<file path="src/rtl/student_tlul_arbiter.sv">
// N-host to 1-device TL-UL arbiter: round-robin grant, one outstanding transaction,
// and the grant is held from the A-channel grant until the D-channel handshake.

package tlul_pkg;

  typedef struct packed {
    logic        a_valid;
    logic [2:0]  a_opcode;
    logic [2:0]  a_param;
    logic [1:0]  a_size;
    logic [7:0]  a_source;
    logic [31:0] a_address;
    logic [3:0]  a_mask;
    logic [31:0] a_data;
    logic        d_ready;
  } tl_h2d_t;

  typedef struct packed {
    logic        d_valid;
    logic [2:0]  d_opcode;
    logic [2:0]  d_param;
    logic [1:0]  d_size;
    logic [7:0]  d_source;
    logic        d_sink;
    logic [31:0] d_data;
    logic        d_error;
    logic        a_ready;
  } tl_d2h_t;

endpackage

module student_tlul_arbiter
  import tlul_pkg::*;
#(
  parameter int NUM_HOSTS = 2,
  parameter int GW        = $clog2(NUM_HOSTS)
) (
  input  logic                    clk_i,
  input  logic                    rst_ni,
  input  tl_h2d_t [NUM_HOSTS-1:0] tl_host_i,
  output tl_d2h_t [NUM_HOSTS-1:0] tl_host_o,
  input  tl_d2h_t                 tl_device_o,
  output tl_h2d_t                 tl_device_i,
  output logic    [GW-1:0]        grant_o,
  output logic                    busy_o,
  output logic    [31:0]          txn_cnt_o
);

  typedef enum logic [1:0] {
    IDLE = 2'd0,
    ADDR = 2'd1,
    RESP = 2'd2
  } state_e;

  state_e        r_state;
  state_e        w_state_nxt;
  logic [GW-1:0] r_grant;
  logic [GW-1:0] w_grant_nxt;
  logic [31:0]   r_txn_cnt;

  logic          w_req_found;
  logic [GW-1:0] w_req_pick;
  logic          w_d_hs;
  tl_h2d_t       w_gnt_req;

  assign w_gnt_req = tl_host_i[r_grant];
  assign w_d_hs    = (r_state == RESP) && tl_device_o.d_valid && w_gnt_req.d_ready;

  // Round-robin scan: the host just after the last grant has the highest priority.
  always_comb begin
    // NOTE: every output of a combinational block gets a default first, so no path through it can infer a latch.
    w_req_found = 1'b0;
    w_req_pick  = r_grant;
    for (int k = 1; k <= NUM_HOSTS; k++) begin
      if (!w_req_found && tl_host_i[(int'(r_grant) + k) % NUM_HOSTS].a_valid) begin
        w_req_found = 1'b1;
        w_req_pick  = GW'((int'(r_grant) + k) % NUM_HOSTS);
      end
    end
  end

  always_comb begin
    w_state_nxt = r_state;
    w_grant_nxt = r_grant;
    unique case (r_state)
      IDLE: begin
        if (w_req_found) begin
          w_state_nxt = ADDR;
          w_grant_nxt = w_req_pick;
        end
      end
      ADDR: begin
        // A granted host that withdraws its request gives the slot back without a count.
        if (!w_gnt_req.a_valid) begin
          w_state_nxt = IDLE;
        end else if (tl_device_o.a_ready) begin
          w_state_nxt = RESP;
        end
      end
      RESP: begin
        if (w_d_hs) begin
          w_state_nxt = IDLE;
        end
      end
      default: w_state_nxt = IDLE;
    endcase
  end

  always_comb begin
    tl_device_i = '0;
    tl_host_o   = '0;
    unique case (r_state)
      ADDR: begin
        tl_device_i                 = w_gnt_req;
        tl_device_i.d_ready         = 1'b0;
        tl_host_o[r_grant].a_ready  = tl_device_o.a_ready;
      end
      RESP: begin
        tl_device_i.d_ready         = w_gnt_req.d_ready;
        tl_host_o[r_grant]          = tl_device_o;
        tl_host_o[r_grant].a_ready  = 1'b0;
      end
      default: ;
    endcase
  end

  always_ff @(posedge clk_i or negedge rst_ni) begin
    if (!rst_ni) begin
      r_state   <= IDLE;
      r_grant   <= GW'(NUM_HOSTS - 1);
      r_txn_cnt <= '0;
    end else begin
      // NOTE: state registers use non-blocking assignments so every flop samples pre-edge values.
      r_state <= w_state_nxt;
      r_grant <= w_grant_nxt;
      if (w_d_hs && (r_txn_cnt != '1)) begin
        r_txn_cnt <= r_txn_cnt + 32'd1;
      end
    end
  end

  assign grant_o   = r_grant;
  assign busy_o    = (r_state != IDLE);
  assign txn_cnt_o = r_txn_cnt;

endmodule

</file>
<file path="config.mk">
export PLATFORM = sky130hd
export DESIGN_NAME = student_tlul_arbiter
export DESIGN_NICKNAME = d
export VERILOG_FILES = /design/src/rtl/student_tlul_arbiter.sv
export SDC_FILE = /design/constraint.sdc
export NUM_CORES = 1
export LEC_CHECK = 0
export ABC_AREA = 1
export CELL_PAD_IN_SITES_DETAIL_PLACEMENT = 0
export CELL_PAD_IN_SITES_GLOBAL_PLACEMENT = 2
export CORE_ASPECT_RATIO = 1.1
export CORE_MARGIN = 4
export CORE_UTILIZATION = 12
export DETAILED_ROUTE_END_ITERATION = 7
export PLACE_DENSITY_LB_ADDON = 0.1
export SKIP_LAST_GASP = 1
export SLEW_MARGIN = 25
export SYNTH_ARGS = -nofsm -noshare
export SYNTH_HDL_FRONTEND = slang
export SYNTH_SLANG_ARGS = --single-unit
</file>
<file path="constraint.sdc">
create_clock -name clk_i -period 2.3 [get_ports clk_i]
set_input_delay 0.46 -clock clk_i [delete_from_list [all_inputs] [get_ports clk_i]]
set_output_delay 0.46 -clock clk_i [all_outputs]
set_load 0.02 [all_outputs]
</file>
==> results.ini <==
[routing]
firstDrtPassIters=4
vias_per_cell=3.82
drcViolationCount=0
ant_nets=0
via_count=6874
drtIter0Drc=177
routedWlPerCell_um=19.6
wl_um=35400

[cts]
cts_num_sinks=35
cts_made_buffers=5
cts_tree=yes
root_buffer=clkbuf_16
clk_path_buf_depth=2
clk_latency_ns=0.30
h-tree-depth=2
clk_pin_slew_ns=0.06

[die]
die_y_um=207
die-area_um2=39300
initial_utilization_pct=12.3
io_pins=450
std_cell_rows=72
core-area_um2=35400
die_w_um=189

[final_layout]
layout_common_cells=nor2_1 (271), clkdlybuf4s50_1 (257), nand2_1 (205)
fin_cells=1800
layout.nets=1547
fill_cells=4015
layout-drive-gt1-share_pct=21.0
syn2layout_area_growth_pct=128
final_common_cell=nor2_1

[setup_path]
critical_path.max_stage_delay_ns=0.36
crit_path_max_fanout=12
cpMostUsedCell=buf_4
cp-end-kind=output port
crit_chain=inv_2, ha_4, clkinv_4, buf_12, buf_4, nor4_2, buf_4
arrival_ns=1.83
crit_path_start_kind=flip-flop
critPathRequiredTime_ns=1.84
cpMaxStageDelayCell=dfrtp_1
worst-setup-path-type=reg2out

[timing]
max_freq_mhz=438
tns_ns=0
min_period_over_period_pct=99.3
maxSlewViolCount=0
hold_violations=0
setup_viol=0
finalWorstPathRequiredPeriod_ns=2.29
rsz0062_at_grt=yes
tightest_slew_ns=0.522
slew_headroom_pct=65.2
clock-skew-final_ns=0.00633

[global_routing]
grt_pass1_vias=6877
grt_pass1_wl_um=49700
grt_use_total_pct=16.7
grt-ovfl-total=0
antenna_found_initial=2
grt_max_degree=49

[yosys]
ys_seq_elements=35
avgSynthCellArea_um2=5.09
synth-seq-area-share_pct=20.2
yosysWarnings=0
netlist_instances=853
yosysUniqueCellTypes=30
syn_area_um2=4340
syn_nets=1083

[pwr]
pwr_density_cell_nw_per_um2=850
p_int_mw=4.09
power_leakage_nw=4.53
switching_power_mw=4.32
power_frac_clock_pct=9.8
total_power_mw=8.40
p_comb_share_pct=81.7
power_switching_share_pct=51.4
ir_worst_vdd_uv=352
seq_power_share_pct=8.6

[run_status]
status=finished, final reports clean

[placed_design]
place.gp.congestion=0.814
port_buffers=449
dp.cells=1782
dp_hpwl_um=28900

[min_path]
hold_class=in2async

[run]
cap_violations=0

## through the flow
stage | worst slack [ns] | utilization, % | hold WS [ns] | area (um2)
2_1_floorplan | 0.138 | - | 0.164 | 4340
3_3_place_gp | -0.313 | 27.8 | 0.513 | 9850
3_5_place_dp | -0.276 | 27.8 | 0.545 | 9850
4_1_cts | -0.0610 | 28.2 | 0.253 | 9990
5_1_grt | -0.0764 | 27.9 | 0.276 | 9880
6_report | 0.0150 | 27.9 | 0.222 | 9880
## power groups by stage
stage               clock network (mW)  registers (mW)  logic [mW]
floorplan                            0           0.761        2.87
finish                           0.820           0.721        6.86
CTS                              0.855           0.717        6.90
global placement                     0           0.734        6.88
detailed placement                   0           0.736        6.82
global route                     0.883           0.730        7.36
## worst max-delay path, delay by kind of cell, from the launching register on
family | cells | cell delay, ns
AND/OR/NAND/NOR | 1 | 0.23
flip-flops | 1 | 0.36
adder cells (fa/ha/maj) | 1 | 0.29
buffers and inverters | 5 | 0.64
## routing by layer
metal	global-route usage, %	up-vias	wire length, um
li1	-	3547	-
met1	18.9	3057	14000
met2	32.4	252	18700
met3	4.56	16	2370
met4	1.40	2	248
met5	0	-	10
## synth_stat cells
| cell | number | area share, % |
|---|---|---|
| a21oi_1 | 2 | 0.23 |
| a21oi_4 | 1 | 0.38 |
| a31oi_1 | 1 | 0.14 |
| and2_1 | 1 | 0.14 |
| buf_1 | 2 | 0.17 |
| buf_2 | 5 | 0.58 |
| buf_6 | 2 | 0.52 |
| clkbuf_1 | 38 | 3.3 |
| clkinv_1 | 2 | 0.17 |
| dfrtp_1 | 34 | 20 |
| dfstp_2 | 1 | 0.61 |
| ha_1 | 4 | 1.2 |
| inv_1 | 88 | 7.6 |
| inv_2 | 2 | 0.17 |
| nand2_1 | 206 | 18 |
| nand2_2 | 3 | 0.43 |
| nand2_4 | 1 | 0.26 |
| nand3_1 | 20 | 2.3 |
| nand3_2 | 1 | 0.23 |
| nand3b_1 | 1 | 0.17 |
| nand4_1 | 1 | 0.14 |
| nor2_1 | 278 | 24 |
| nor2_2 | 3 | 0.43 |
| nor2_4 | 2 | 0.52 |
| nor3_1 | 51 | 5.9 |
| nor4_1 | 1 | 0.14 |
| o21ai_0 | 85 | 9.8 |
| o21ai_1 | 5 | 0.58 |
| xnor2_1 | 6 | 1.2 |
| xor2_1 | 6 | 1.2 |
## layout make-up
type                    instances  area, um2  area share, %
clock inverters                 3       43.8          0.443
repair buffers                504       4820           48.8
inverters                      92        353           3.57
flip-flops and latches         35        877           8.87
multi-input cells             679       3060           30.9
clock buffers                   5        125           1.27
well taps                     481        602           6.09
diodes                          1       2.50         0.0253
## flip-flops by register name, summed over array words and instances, names as in the netlist
signal / flops
txn_cnt_o: 32
r_state: 2
grant_o: 1
## final timing paths
kind,cells after the start,slack (ns),endpoint,start
worst max-delay path,7,0.01,tl_host_o[0],r_state[1]$_DFFE_PN0P_
worst min-delay path,2,0.22,txn_cnt_o[3]$_DFFE_PN0P_,rst_ni
worst max register to register,9,0.37,txn_cnt_o[14]$_DFFE_PN0P_,txn_cnt_o[1]$_DFFE_PN0P_
worst min register to register,2,0.57,txn_cnt_o[31]$_DFFE_PN0P_,txn_cnt_o[31]$_DFFE_PN0P_
max in group asynchronous,2,1.70,grant_o$_DFFE_PN1P_,rst_ni
min in group clk_i,2,0.57,txn_cnt_o[31]$_DFFE_PN0P_,txn_cnt_o[31]$_DFFE_PN0P_
## cells by family (layout without fill, tap and decap cells)
kind of cell	count (synthesis)	after routing	share of synthesized area [%]
other	0	1	0
DFF	35	35	20.2
buffers and inverters	139	604	12.5
AOI/OAI and AO/OA	94	94	11.1
adders and majority gates	4	4	1.15
and+or+nand+nor	569	569	52.6
xor gates and xnor gates	12	12	2.42
## what timing repair did
action,in CTS,in global routing
buffers inserted,3,2
hold buffers,0,0
resized for setup,420,133
gates cloned,2,2
setup endpoints to repair,158,140
pin swaps,1,0
No activity file was read; power rests on OpenSTA's default activity.
